<file path="config.mk">
export PLATFORM = sky130hd
export DESIGN_NAME = video_cfg_ctrl
export DESIGN_NICKNAME = d
export VERILOG_FILES = /design/src/rtl/video_cfg_pkg.sv /design/src/rtl/video_cfg_ctrl.sv
export SDC_FILE = /design/constraint.sdc
export NUM_CORES = 1
export LEC_CHECK = 0
export ABC_AREA = 0
export BUFFER_PORTS_ARGS = -buffer_cell sky130_fd_sc_hd__buf_4
export CORE_ASPECT_RATIO = 1.4
export CORE_MARGIN = 2
export CORE_UTILIZATION = 29
export DETAILED_ROUTE_END_ITERATION = 8
export HOLD_SLACK_MARGIN = 0.12
export SLEW_MARGIN = 20
export SYNTH_ARGS = -nofsm -noshare
export SYNTH_HDL_FRONTEND = slang
export SYNTH_SLANG_ARGS = --single-unit
export TNS_END_PERCENT = 20
</file>
<file path="constraint.sdc">
create_clock -name clk -period 3.4 [get_ports clk]
set_input_delay 0.68 -clock clk [delete_from_list [all_inputs] [get_ports clk]]
set_output_delay 0.68 -clock clk [all_outputs]
set_load 0.03 [all_outputs]
</file>
<file path="src/rtl/video_cfg_pkg.sv">
// ============================================================================
// video_cfg_pkg : shared types and constants for the video configuration controller
// Rev 1.0
// ============================================================================
`default_nettype none

package video_cfg_pkg;

  typedef enum logic [2:0] {
    ST_IDLE = 3'd0,
    ST_CMD  = 3'd1,
    ST_ADDR = 3'd2,
    ST_DATA = 3'd3,
    ST_SKIP = 3'd4
  } state_t;

  localparam logic [7:0] CMD_CFG   = 8'h30;

  localparam logic [2:0] REG_SCAN  = 3'd0;
  localparam logic [2:0] REG_VOL   = 3'd1;
  localparam logic [2:0] REG_WIDE  = 3'd2;
  localparam logic [2:0] REG_DIVLO = 3'd3;
  localparam logic [2:0] REG_DIVHI = 3'd4;

  localparam logic [1:0] DEF_SCAN   = 2'd0;
  localparam logic [1:0] DEF_VOL    = 2'd2;
  localparam logic       DEF_WIDE   = 1'b0;
  localparam logic       DEF_MANUAL = 1'b0;
  localparam logic [7:0] DEF_DIV_LO = 8'd0;
  localparam logic       DEF_DIV_HI = 1'b0;

  localparam logic [8:0] DIV_PAL  = 9'd326;
  localparam logic [8:0] DIV_NTSC = 9'd342;

endpackage

`default_nettype wire

</file>
<file path="src/rtl/video_cfg_ctrl.sv">
// ============================================================================
// video_cfg_ctrl : MCU command parser with frame-synchronous commit of video/audio controls
// Rev 1.0
// ============================================================================
`default_nettype none

module video_cfg_ctrl #(
  parameter logic [7:0] CMD_CFG  = video_cfg_pkg::CMD_CFG,
  parameter logic [8:0] DIV_PAL  = video_cfg_pkg::DIV_PAL,
  parameter logic [8:0] DIV_NTSC = video_cfg_pkg::DIV_NTSC
) (
  input  logic       clk,
  input  logic       reset_n,
  input  logic       mcu_start,
  input  logic       mcu_strobe,
  input  logic [7:0] mcu_data,
  input  logic       vs_in_n,
  input  logic       ntscmode,
  output logic [1:0] system_scanlines,
  output logic [1:0] system_volume,
  output logic       system_wide_screen,
  output logic [8:0] audio_div,
  output logic       cfg_pending
);

  import video_cfg_pkg::*;

  state_t     state;
  logic [2:0] index;
  logic       index_ok;
  logic [1:0] sh_scan;
  logic [1:0] sh_vol;
  logic       sh_wide;
  logic [7:0] sh_div_lo;
  logic       sh_div_hi;
  logic       sh_manual;
  logic       pending;

  logic       vs_d;
  logic       frame_pulse;
  logic [1:0] vol_live;
  logic       manual_live;
  logic       manual_next;
  logic       write_hit;

  assign write_hit   = index_ok && (index <= REG_DIVHI);
  assign manual_next = frame_pulse ? sh_manual : manual_live;
  assign cfg_pending = pending || (system_volume != vol_live);

  // Command parser and shadow registers; start always wins over a coincident strobe.
  always_ff @(posedge clk or negedge reset_n) begin
    if (!reset_n) begin
      state     <= ST_IDLE;
      index     <= 3'd0;
      index_ok  <= 1'b0;
      sh_scan   <= DEF_SCAN;
      sh_vol    <= DEF_VOL;
      sh_wide   <= DEF_WIDE;
      sh_div_lo <= DEF_DIV_LO;
      sh_div_hi <= DEF_DIV_HI;
      sh_manual <= DEF_MANUAL;
      pending   <= 1'b0;
    end else begin
      if (frame_pulse)
        pending <= 1'b0;
      if (mcu_start) begin
        state <= ST_CMD;
      end else if (mcu_strobe) begin
        case (state)
          ST_CMD:  state <= (mcu_data == CMD_CFG) ? ST_ADDR : ST_SKIP;
          ST_ADDR: begin
            index    <= mcu_data[2:0];
            index_ok <= (mcu_data[7:3] == 5'd0);
            state    <= ST_DATA;
          end
          ST_DATA: begin
            state <= ST_ADDR;
            // A write racing the commit must survive it, so it is assigned last.
            if (write_hit) begin
              pending <= 1'b1;
              case (index)
                REG_SCAN:  sh_scan   <= mcu_data[1:0];
                REG_VOL:   sh_vol    <= mcu_data[1:0];
                REG_WIDE:  sh_wide   <= mcu_data[0];
                REG_DIVLO: sh_div_lo <= mcu_data;
                default: begin
                  sh_div_hi <= mcu_data[0];
                  sh_manual <= mcu_data[7];
                end
              endcase
            end
          end
          default: state <= state;
        endcase
      end
    end
  end

  // Frame-edge detect, commit, volume ramp and audio divisor selection.
  always_ff @(posedge clk or negedge reset_n) begin
    if (!reset_n) begin
      vs_d               <= 1'b1;
      frame_pulse        <= 1'b0;
      system_scanlines   <= DEF_SCAN;
      system_volume      <= 2'd0;
      system_wide_screen <= DEF_WIDE;
      vol_live           <= DEF_VOL;
      manual_live        <= DEF_MANUAL;
      audio_div          <= DIV_PAL;
    end else begin
      vs_d        <= vs_in_n;
      frame_pulse <= vs_in_n && !vs_d;
      if (frame_pulse) begin
        system_scanlines   <= sh_scan;
        system_wide_screen <= sh_wide;
        vol_live           <= sh_vol;
        manual_live        <= sh_manual;
        if (system_volume < sh_vol)
          system_volume <= system_volume + 2'd1;
        else if (system_volume > sh_vol)
          system_volume <= system_volume - 2'd1;
      end
      if (!manual_next)
        audio_div <= ntscmode ? DIV_NTSC : DIV_PAL;
      else if (frame_pulse)
        audio_div <= {sh_div_hi, sh_div_lo};
    end
  end

endmodule

`default_nettype wire
</file>
Word level (Yosys, flattened, before mapping)
Cells that the tools add are included.
- flip-flop bits (word level): 42
- output and inout bits: 15
- add/sub/neg operators: 2
- order comparisons: 3
- eq/ne operators: 9
- multiplexer cells: 15
- bitwise operators: 2
- reductions and logical operators: 18
- operators with widths (kind ; number):
    5-bit AND reduction ; 5
    9-bit 2-to-1 mux ; 2
    3-bit by 2-bit equality test with 1-bit output (second input constant) ; 4
    3-bit 2-to-1 mux ; 3
    3-bit one-hot mux with 3 select lines ; 1
    8-bit by 6-bit equality test with 1-bit output (second input constant) ; 1
    3-bit by 1-bit equality test with 1-bit output (second input constant) ; 2
    1-bit 2-to-1 mux ; 6
    5-bit logical NOT ; 1
    5-bit 2-to-1 mux ; 1
    2-bit 2-to-1 mux ; 2
    2-bit AND reduction ; 2
    2-bit nonzero test ; 2
    4-bit nonzero test ; 1
    4-bit OR reduction ; 1
    3-bit <= comparator (second input constant) ; 1
    3-bit logical NOT ; 1
    3-bit AND reduction ; 1
    2-bit by 1-bit adder with 2-bit output (second input constant) ; 1
    2-bit greater-than comparator ; 1
    1-bit logical AND ; 2
    2-bit less-than comparator ; 1
    2-bit inequality test ; 1
    2-bit inequality test (second input constant) ; 1
    4 further kinds ; 5

Longest topological paths before layout
- depth after elaboration: 6
- depth in mapped cells: 7
- depth with buffers taken out: 6

Least setup slack after synthesis
No wires, ideal clock.
- path kind: input port to flip-flop
- start point: in mcu_strobe
- end point: reg sh_scan[0]
- setup time: 0.125 ns
- arrival: 1.735 ns
- data required time: 3.275 ns
- setup slack: 1.540 ns
- stages on the path: 4
- buffers on the path: 0
- cells stage by stage: nor4bb_2 -> nand4b_1 -> nor3_1 -> mux2_2
- cells in the longest elaborated chain, start to end: 1
- ends and longest elaborated chain (element ; RTL line ; RTL):
    from (decl) ; video_cfg_ctrl.sv:15 ; input logic mcu_strobe,
    5-bit AND reduction (no source line) ; n/a ;
    to (signal assigned) ; video_cfg_ctrl.sv:82 ; REG_SCAN: sh_scan <= mcu_data[1:0];
    to (decl) ; video_cfg_ctrl.sv:31 ; logic [1:0] sh_scan;
No other way between the ends.
A chain may end at the register's enable or synchronous reset.

Worst setup path in the final report
- start point: reg vol_live[1]
- end point: out cfg_pending
- cells in the longest elaborated chain, start to end: 2
- ends and longest elaborated chain (element ; RTL line ; RTL):
    from (decl) ; video_cfg_ctrl.sv:41 ; logic [1:0] vol_live;
    from (signal assigned) ; video_cfg_ctrl.sv:116 ; vol_live <= sh_vol;
    2-bit inequality test ; video_cfg_ctrl.sv:48 ; assign cfg_pending = pending || (system_volume != vol_live);
    1-bit logical OR ; video_cfg_ctrl.sv:48 ;
    to (decl) ; video_cfg_ctrl.sv:23 ; output logic cfg_pending
No other way between the ends.

==> results.sh <==
export IMPL_outcome="complete, no violations"
export IMPL_cp_slowest_cell="dfstp_2"
export IMPL_antenna_cells=0
export IMPL_areaGrowthSynthToFinish_pct=21.5
export IMPL_drt_wl_total_microns=3330
export IMPL_netlist_instances=137
export IMPL_fin_area_sq_mm=0.00220
export IMPL_gp_congestion=0.710
export IMPL_syn_num_nets=153
export IMPL_grt_util_all_layers=0.107
export IMPL_cp_data_required_time_ns=2.72
export IMPL_finalClockSkew_ns=0.00426
export IMPL_rsz0062_at_grt="no"
export IMPL_drv_cap=0
export IMPL_criticalPathCategory="flip-flop to primary output"
export IMPL_p_sw_frac=0.270
export IMPL_setup_tns_ns=0
export IMPL_finalHoldViolations=0
export IMPL_numCtsBuffers=5
export IMPL_ys_seq_area_frac=0.585
export IMPL_pwr_share_seq=0.482
export IMPL_fin_nets=183
export IMPL_yosysUniqueCellTypes=34
export IMPL_fillers=635
export IMPL_hp_class="input pin to asynchronous set/reset pin"
export IMPL_first_iter_violations=39
export IMPL_grt_max_degree=43
export IMPL_fp_coreArea_sq_mm=0.00613
export IMPL_cts_max_level=2
export IMPL_p_per_area_mw_per_mm2=517
export IMPL_vias_per_cell=4.75
export IMPL_vias=1141
export IMPL_slowest_delay_ns=0.54
export IMPL_post_cts_resized=0
export IMPL_crit_path_start="vol_live[1]"
export IMPL_layout_drive_gt1_share=0.423
export IMPL_dr_pass1_iters=4
export IMPL_layout_min_cycle_time_ns=1.91
export IMPL_relSlewSlack=0.620
export IMPL_die_area_sq_mm=0.00691
export IMPL_overflow=0
export IMPL_clockBufferDepth=2
export IMPL_combPwrFrac=0.175
export IMPL_postRouteAntennaNets=0
export IMPL_worst_r2r_path_depth=4
export IMPL_syn_avg_cell_area_sq_um=13.2
export IMPL_period_share=0.561
export IMPL_fp_dieH_microns=97.6
export IMPL_drv_slew=0
export IMPL_start_util=0.296
export IMPL_root_buffer="clkbuf_8"
export IMPL_p_leak_uw=0.00103
export IMPL_yosysWarnings=0
export IMPL_worst_pin_slew_ns=0.570
export IMPL_postCtsSetupRepairBufs=0
export IMPL_fp_dieW_microns=70.8
export IMPL_r2r_end="sh_scan[1]"
export IMPL_setup_viol_count_final=0
export IMPL_antenna_found_initial=0
export IMPL_grt_pass1_wl_microns=5800
export IMPL_crit_arrival_ns=1.23
export IMPL_worstReg2RegStart="state[2]"
export IMPL_crit_path_start_kind="flip-flop"
export IMPL_place_area_sq_mm=0.00209
export IMPL_clock_latency_ns=0.29
export IMPL_path_cells="xnor2_1, nand3_1, buf_4"
export IMPL_ir_drop_v=0.000250
export IMPL_cts_tree="yes"
export IMPL_cts_hold_buf=0
export IMPL_max_freq_mhz=524
export IMPL_drc=0
export IMPL_path_clk_slew_ns=0.08
export IMPL_yosys_register_bits=42
export IMPL_syn_cell_area_sq_mm=0.00181
export IMPL_row_count=34
export IMPL_p_sw_uw=307
export IMPL_pin_count=29
export IMPL_p_clk_frac=0.342
export IMPL_dp_hpwl_microns=2420
export IMPL_portBuffers=28
export IMPL_crit_fanout=2
export IMPL_cp_end_kind="primary output"
export IMPL_grt_pass1_vias=1153
export IMPL_routedWlPerCell_microns=13.9
export IMPL_cts_sinks=42
export IMPL_totalPowerFinal_uw=1140
export IMPL_reg2reg_setup_slack_ns=1.68
export IMPL_p_int_uw=831
[kinds of logic (layout without fill, tap and decap cells)]
family / after synthesis / in the layout / share of synthesized area
AOI/OAI and AO/OA: 20 / 20 / 0.0856
adders and majority gates: 2 / 2 / 0.0138
muxes: 24 / 24 / 0.148
buffers and inverters: 9 / 40 / 0.0193
and+or+nand+nor: 35 / 35 / 0.124
xor gates and xnor gates: 5 / 5 / 0.0242
DFF: 42 / 42 / 0.585
[cell usage after synthesis]
master / number / area share
a211o_2: 1 / 0.0055
a211oi_1: 1 / 0.0041
a21oi_1: 1 / 0.0028
a32o_1: 4 / 0.022
a41oi_1: 1 / 0.0048
and3_2: 1 / 0.0041
and3_4: 1 / 0.0062
buf_2: 1 / 0.0028
clkbuf_1: 4 / 0.0083
dfrtp_1: 35 / 0.48
dfstp_2: 7 / 0.10
ha_1: 2 / 0.014
inv_1: 4 / 0.0083
mux2_2: 23 / 0.14
mux2i_1: 1 / 0.0055
nand2_1: 6 / 0.012
nand2b_1: 2 / 0.0069
nand3_1: 2 / 0.0055
nand3b_1: 1 / 0.0041
nand4_1: 1 / 0.0035
nand4b_1: 1 / 0.0048
nand4b_4: 1 / 0.013
nor2_1: 7 / 0.014
nor2b_1: 6 / 0.021
nor3_1: 3 / 0.0083
nor3b_1: 1 / 0.0041
nor3b_2: 1 / 0.0069
nor4bb_2: 1 / 0.0090
o21a_1: 2 / 0.0083
o21ai_0: 4 / 0.011
o22a_1: 4 / 0.019
o22ai_1: 1 / 0.0035
o31ai_1: 1 / 0.0041
xnor2_1: 5 / 0.024
[cell type report]
type                       instances  area (sq um)  area share
multi-input combinational         86           718       0.326
sequential                        42          1060       0.481
timing repair buffer              28           210      0.0954
clock buffer                       6          72.6      0.0329
tap                               72          90.1      0.0409
clock inverter                     2          37.5      0.0170
inverter                           4          15.0     0.00681
[sequential cells by signal (all words and copies together) (netlist names), 2 cells and up]
signal,count
audio_div,9
sh_div_lo,8
index,3
state,3
sh_scan,2
sh_vol,2
system_scanlines,2
system_volume,2
vol_live,2
[metal layers]
layer / wire length [microns] / track usage
met4: 55 / 0.0435
met2: 1580 / 0.155
met5: 0 / 0
met1: 1520 / 0.144
met3: 175 / 0.0373
[worst max-delay path by stage]
| stage | to | slack, ns | depth (start not counted) |
|---|---|---|---|
| final | cfg_pending | 1.49 | 3 |
| after global routing | cfg_pending | 1.43 | 3 |
| after CTS | cfg_pending | 1.47 | 3 |
| after detailed placement | sh_scan[1] | 1.27 | 5 |
| after global placement | sh_scan[0] | 1.30 | 5 |
| after floorplan | sh_scan[0] | 1.54 | 4 |
[power by group through the flow]
stage / registers, uW / clock network (uW) / logic (uW)
2_1_floorplan: 568 / 0 / 121
3_3_place_gp: 559 / 0 / 200
3_5_place_dp: 560 / 0 / 204
4_1_cts: 550 / 402 / 204
5_1_grt: 555 / 428 / 222
6_report: 549 / 389 / 200
[placed cells by master (no fill, tap or decap), types with 2 or more instances in the layout]
cell type,instances
ha_1,2
buf_4,28
mux2_2,23
nand2b_1,2
nor2b_1,6
a32o_1,4
nand2_1,6
xnor2_1,5
nand3_1,2
nor2_1,7
dfrtp_1,35
o22a_1,4
dfstp_2,7
clkbuf_8,5
o21a_1,2
inv_1,4
nor3_1,3
o21ai_0,4
[metrics by stage]
stage / setup WS (ns) / hold slack (ns) / cells / util
6_report: 1.49 / 0.353 / 240 / 0.360
4_1_cts: 1.47 / 0.377 / 240 / 0.360
5_1_grt: 1.43 / 0.393 / 240 / 0.360
3_3_place_gp: 1.30 / 0.470 / 232 / 0.342
3_5_place_dp: 1.27 / 0.473 / 232 / 0.342
2_1_floorplan: 1.54 / 0.384 / 137 / -
[critical path, delay by kind of cell (launching register included)]
family | cells | cell delay, ns
XOR/XNOR | 1 | 0.12
buffers and inverters | 1 | 0.17
flip-flops | 1 | 0.54
AND/OR/NAND/NOR | 1 | 0.10
Note: power is estimated with default switching activity, not from simulation.
